**config.mk**
```make
export PLATFORM = sky130hd
export DESIGN_NAME = bcd_add_controller
export DESIGN_NICKNAME = d
export VERILOG_FILES = /design/src/rtl/bcd_add_controller.sv
export SDC_FILE = /design/constraint.sdc
export NUM_CORES = 1
export LEC_CHECK = 0
export CAP_MARGIN = 20
export CORE_MARGIN = 5
export CORE_UTILIZATION = 39
export CTS_CLUSTER_SIZE = 20
export DETAILED_ROUTE_END_ITERATION = 8
export GPL_TIMING_DRIVEN = 0
export PLACE_DENSITY_LB_ADDON = 0.05
export SLEW_MARGIN = 20
export SYNTH_ARGS = -nofsm -noshare
export SYNTH_HDL_FRONTEND = slang
export SYNTH_SLANG_ARGS = --single-unit
```
**constraint.sdc**
```tcl
create_clock -name CLK -period 3.11 [get_ports CLK]
set_input_delay 0.4665 -clock CLK [delete_from_list [all_inputs] [get_ports CLK]]
set_output_delay 0.4665 -clock CLK [all_outputs]
set_load 0.01 [all_outputs]
```
**src/rtl/bcd_add_controller.sv**
```systemverilog
// bcd_add_controller
//   Step-by-step sequencer for the BCD adder lab datapath. Each press of the
//   debounced step button launches one request toward the datapath, and the
//   controller waits for the matching acknowledge. The full walk is:
//   load A, show A, load B, show B, show low result, show high result.
//   A watchdog moves the controller to ERROR if an acknowledge never arrives.
//
// Parameters
//   ACK_TIMEOUT  cycles a request may stay unacknowledged (1..65535)
//
// Ports
//   CLK, RST          clock, synchronous active-high reset
//   step              one-cycle step pulse
//   *_ack             level acknowledges from the datapath
//   load_a .. display_ms  registered one-hot requests to the datapath
//   phase             encoded state, for LEDs
//   busy              high in any request state
//   error             high in ERROR
module bcd_add_controller #(
  parameter int ACK_TIMEOUT = 255
) (
  input  logic       CLK,
  input  logic       RST,
  input  logic       step,
  input  logic       load_a_ack,
  input  logic       load_b_ack,
  input  logic       display_a_ack,
  input  logic       display_b_ack,
  input  logic       display_ls_ack,
  input  logic       display_ms_ack,
  output logic       load_a,
  output logic       load_b,
  output logic       display_a,
  output logic       display_b,
  output logic       display_ls,
  output logic       display_ms,
  output logic [3:0] phase,
  output logic       busy,
  output logic       error
);

  localparam int CW = $clog2(ACK_TIMEOUT + 1);
  localparam logic [CW-1:0] TO_CNT = CW'(ACK_TIMEOUT);

  typedef enum logic [3:0] {
    IDLE    = 4'd0,
    REQ_LA  = 4'd1,
    REQ_DA  = 4'd2,
    HOLD_A  = 4'd3,
    REQ_LB  = 4'd4,
    REQ_DB  = 4'd5,
    HOLD_B  = 4'd6,
    REQ_LS  = 4'd7,
    HOLD_LS = 4'd8,
    REQ_MS  = 4'd9,
    HOLD_MS = 4'd10,
    ERR     = 4'd15
  } state_t;

  state_t        r_state;
  state_t        w_nxt;
  logic [CW-1:0] r_cnt;
  logic          w_to;
  logic          w_in_req;

  // Watchdog fires once the count has reached the limit; the ack is tested
  // ahead of it in the next-state logic so a coincident ack still advances.
  assign w_to = (r_cnt == TO_CNT);

  always_comb begin
    w_in_req = 1'b0;
    case (r_state)
      REQ_LA, REQ_DA, REQ_LB, REQ_DB, REQ_LS, REQ_MS: w_in_req = 1'b1;
      default:                                        w_in_req = 1'b0;
    endcase
  end

  always_comb begin
    w_nxt = r_state;
    case (r_state)
      IDLE:    if (step) w_nxt = REQ_LA;
      REQ_LA:  if (load_a_ack)     w_nxt = REQ_DA;
               else if (w_to)     w_nxt = ERR;
      REQ_DA:  if (display_a_ack)  w_nxt = HOLD_A;
               else if (w_to)     w_nxt = ERR;
      HOLD_A:  if (step) w_nxt = REQ_LB;
      REQ_LB:  if (load_b_ack)     w_nxt = REQ_DB;
               else if (w_to)     w_nxt = ERR;
      REQ_DB:  if (display_b_ack)  w_nxt = HOLD_B;
               else if (w_to)     w_nxt = ERR;
      HOLD_B:  if (step) w_nxt = REQ_LS;
      REQ_LS:  if (display_ls_ack) w_nxt = HOLD_LS;
               else if (w_to)     w_nxt = ERR;
      HOLD_LS: if (step) w_nxt = REQ_MS;
      REQ_MS:  if (display_ms_ack) w_nxt = HOLD_MS;
               else if (w_to)     w_nxt = ERR;
      HOLD_MS: if (step) w_nxt = IDLE;
      ERR:     if (step) w_nxt = IDLE;
      default: w_nxt = IDLE;
    endcase
  end

  // Outputs are decoded from the next state so a request rises on the same
  // edge that samples the step (or previous ack) and falls on the ack edge.
  always_ff @(posedge CLK) begin
    if (RST) begin
      r_state    <= IDLE;
      r_cnt      <= '0;
      load_a     <= 1'b0;
      load_b     <= 1'b0;
      display_a  <= 1'b0;
      display_b  <= 1'b0;
      display_ls <= 1'b0;
      display_ms <= 1'b0;
      phase      <= 4'd0;
      busy       <= 1'b0;
      error      <= 1'b0;
    end else begin
      r_state    <= w_nxt;
      // Any state change clears the count, which covers entry to every
      // request state. Staying in a request state implies the ack was low,
      // and the count cannot pass the limit because that edge leaves.
      if (w_nxt != r_state) r_cnt <= '0;
      else if (w_in_req)    r_cnt <= r_cnt + 1'b1;
      load_a     <= (w_nxt == REQ_LA);
      display_a  <= (w_nxt == REQ_DA);
      load_b     <= (w_nxt == REQ_LB);
      display_b  <= (w_nxt == REQ_DB);
      display_ls <= (w_nxt == REQ_LS);
      display_ms <= (w_nxt == REQ_MS);
      busy       <= (w_nxt == REQ_LA) || (w_nxt == REQ_DA) ||
                    (w_nxt == REQ_LB) || (w_nxt == REQ_DB) ||
                    (w_nxt == REQ_LS) || (w_nxt == REQ_MS);
      error      <= (w_nxt == ERR);
      phase      <= w_nxt;
    end
  end

endmodule

```
==> flow_summary.yaml <==
run_status:
  status: "completed"
sta:
  finalMaxSlewViolations: 0
  finalHoldViolations: 0
  max_freq_mhz: 394
  slew-limit-headroom_pct: 55.3
  min_period_over_period_pct: 81.7
  fin_crit_ps: 2540
  worst_clock_skew_ps: 7.44
  setup_ws_ps: 570
  worst_slew_pin_slew_ps: 666
  rsz0062_at_grt: "no"
  finalSetupViolCount: 0
  finalSetupTns_ps: 0
synth:
  yosys-top-cells-count: "20 x dfxtp_1, 13 x nor2_1, 12 x nor3_1"
  ys_seq_area_share_pct: 29.5
  synth_area_per_cell_um2: 7.97
  syn_nets: 180
  syn_inst: 170
  ys_warn_count: 0
  yosys.area.top_type_share_pct: 29.5
  yosys_most_used_dff: "dfxtp_1"
  synth.ff_latch_count: 20
  synthTopCellsByArea: "dfxtp_1 30%, nor3_1 4.4%, nor3b_1 3.9%"
  synth_cell_types: 50
  yosysMostFrequentCell: "dfxtp_1"
  synth_edf_count: 0
  yosysTopAreaCell: "dfxtp_1"
  synthArstFlopShare_pct: 0
  syn_area_um2: 1360
place:
  pre_cts_slack_ps: 311
  io_buffer_count: 20
  detailed_place.area_um2: 1610
  dp_hpwl_mm: 2.63
  placed_cells: 236
  place_congestion: 0.859
setup_path:
  critPathKind: "flop to flop"
  ff2ff_path_depth: 8
  start_kind: "flop"
  r2r_setup_slack_ps: 570
  crit_end: "busy$_SDFF_PP0_"
  r2r-start: "r_state[0]$_SDFF_PP0_"
  crit_start: "r_state[0]$_SDFF_PP0_"
  path_max_fanout: 10
  critPathArrivalTime_ps: 2760
  required_ps: 3330
  cp-end-kind: "flop"
  worstReg2RegEnd: "busy$_SDFF_PP0_"
global_route:
  grt_pass1_vias: 1295
  grt_use_total_pct: 16.0
  antenna_found_initial: 0
  grt_pass1_wl_mm: 5.84
  grt_max_degree: 12
  grt_overflow: 0
pwr:
  combPwrFrac_pct: 61.9
  pwr_density_cell_nw_per_um2: 759
  max-vdd-ir-drop_mv: 0.383
  pwr-share-clk_pct: 11.8
  power.net_switching_uw: 553
  p_leak_uw: 0.000588
  switching_share_pct: 44.2
  pwr-share-seq_pct: 26.3
  power_uw: 1250
  p_int_uw: 698
detailed_routing:
  wl_per_cell_um: 14.6
  drt_pre_antenna_iters: 4
  routed_via_density: 5.69
  drt_wl_total_mm: 3.50
  post-route-drc-count: 0
  vias: 1366
  drt_iter0_markers: 61
  ant_nets: 0
clock_tree:
  cts_sinks: 20
  clockBufferDepth: 2
  postCtsSetupBuffers: 0
  ctsHoldBuffers: 0
  numCtsBuffers: 3
  cts-resized-gates: 0
  cts-htree-levels: 1
  clk_pin_slew_worst_paths_ps: 110
  cts_tree: "done"
  cts-root-buf: "clkbuf_4"
  insertion_delay_ps: 290
min_path:
  hp-class: "flop to flop"
  hold_start: "r_cnt[0]$_SDFFE_PP0P_"
final_layout:
  drive_gt1_share_pct: 9.79
  finish.instance_area_um2: 1650
  diodes: 0
  final_cells: 240
  area_delta_synth_final_pct: 21.7
  fin_nets: 205
floorplanning:
  coreArea_um2: 3360
  dieArea_um2: 4750
  rows: 21
  die_y_um: 68.9
  start_util_pct: 40.3
  top_level_ports: 21
  die-width_um: 68.9
run:
  max_cap_violations: 0
flip-flops by register name, indices dropped and copies added (netlist names):
register / cells
load_a: 1
r_state: 4
load_b: 1
display_ls: 1
error: 1
display_ms: 1
busy: 1
r_cnt: 8
display_a: 1
display_b: 1
cell type report:
cell class                 count  area [µm²]
clock buffer                   4        36.3
fill                         360        1710
buffer                        12        67.6
sequential                    20         400
inverter                       6        22.5
multi-input combinational    132         865
tap                           46        57.6
timing repair buffer          20         200
per-layer routing:
layer	routed length, µm	up-vias	global-route usage, %
met5	0	-	0
met4	14	0	3.16
met3	170	2	3.57
met2	1720	35	26.7
met1	1590	654	21.1
li1	-	675	-
placed cells by master (no fill, tap or decap), drive strengths merged, types with 4 or more instances in the layout:
| cell type | n |
|---|---|
| dfxtp | 20 |
| clkdlybuf4s50 | 20 |
| nor2 | 13 |
| nor3 | 12 |
| a21oi | 10 |
| nand2b | 8 |
| nand2 | 8 |
| buf | 8 |
| clkbuf | 8 |
| nor3b | 7 |
| inv | 6 |
| o21ai | 6 |
| nor2b | 4 |
| xnor2 | 4 |
| nand4 | 4 |
| nand3 | 4 |
| xor2 | 4 |
critical path: stages (launching register included):
cell and delay [ps]:
dfxtp_1 330, buf_6 130, clkbuf_1 230, or3b_2 540, a21oi_1 190, nor3_1 90
o21ai_1 550, nand4_1 230, o211ai_2 190
metrics by stage:
step | utilization (%) | hold WS [ps]
floorplan | - | 514
global placement | 48.0 | 524
detailed placement | 48.0 | 556
CTS | 49.0 | 584
global route | 49.0 | 618
finish | 49.0 | 585
worst min path at each step:
stage / cells after the start / end / slack [ps]
floorplan: 2 / r_cnt[1]$_SDFFE_PP0P_ / 510
global placement: 2 / r_cnt[1]$_SDFFE_PP0P_ / 520
detailed placement: 2 / r_cnt[7]$_SDFFE_PP0P_ / 560
CTS: 2 / r_cnt[7]$_SDFFE_PP0P_ / 580
global route: 2 / r_cnt[7]$_SDFFE_PP0P_ / 620
finish: 2 / r_cnt[0]$_SDFFE_PP0P_ / 580
power by group through the flow:
stage,combinational (µW),clock [µW],sequential [µW]
finish,775,147,329
global route,855,169,336
CTS,773,156,330
detailed placement,771,0,335
global placement,764,0,334
floorplan,535,0,349
kinds of logic after synthesis:
logic type                 after synthesis  synth area share (%)
xor gates and xnor gates                 8                  5.17
AOI/OAI and AO/OA                       40                  20.4
adders and majority gates                1                 0.923
DFF                                     20                  29.5
and+or+nand+nor                         79                  34.3
muxes                                    4                  3.05
buffers and inverters                   18                  6.65
(Power assumes the default switching activity.)
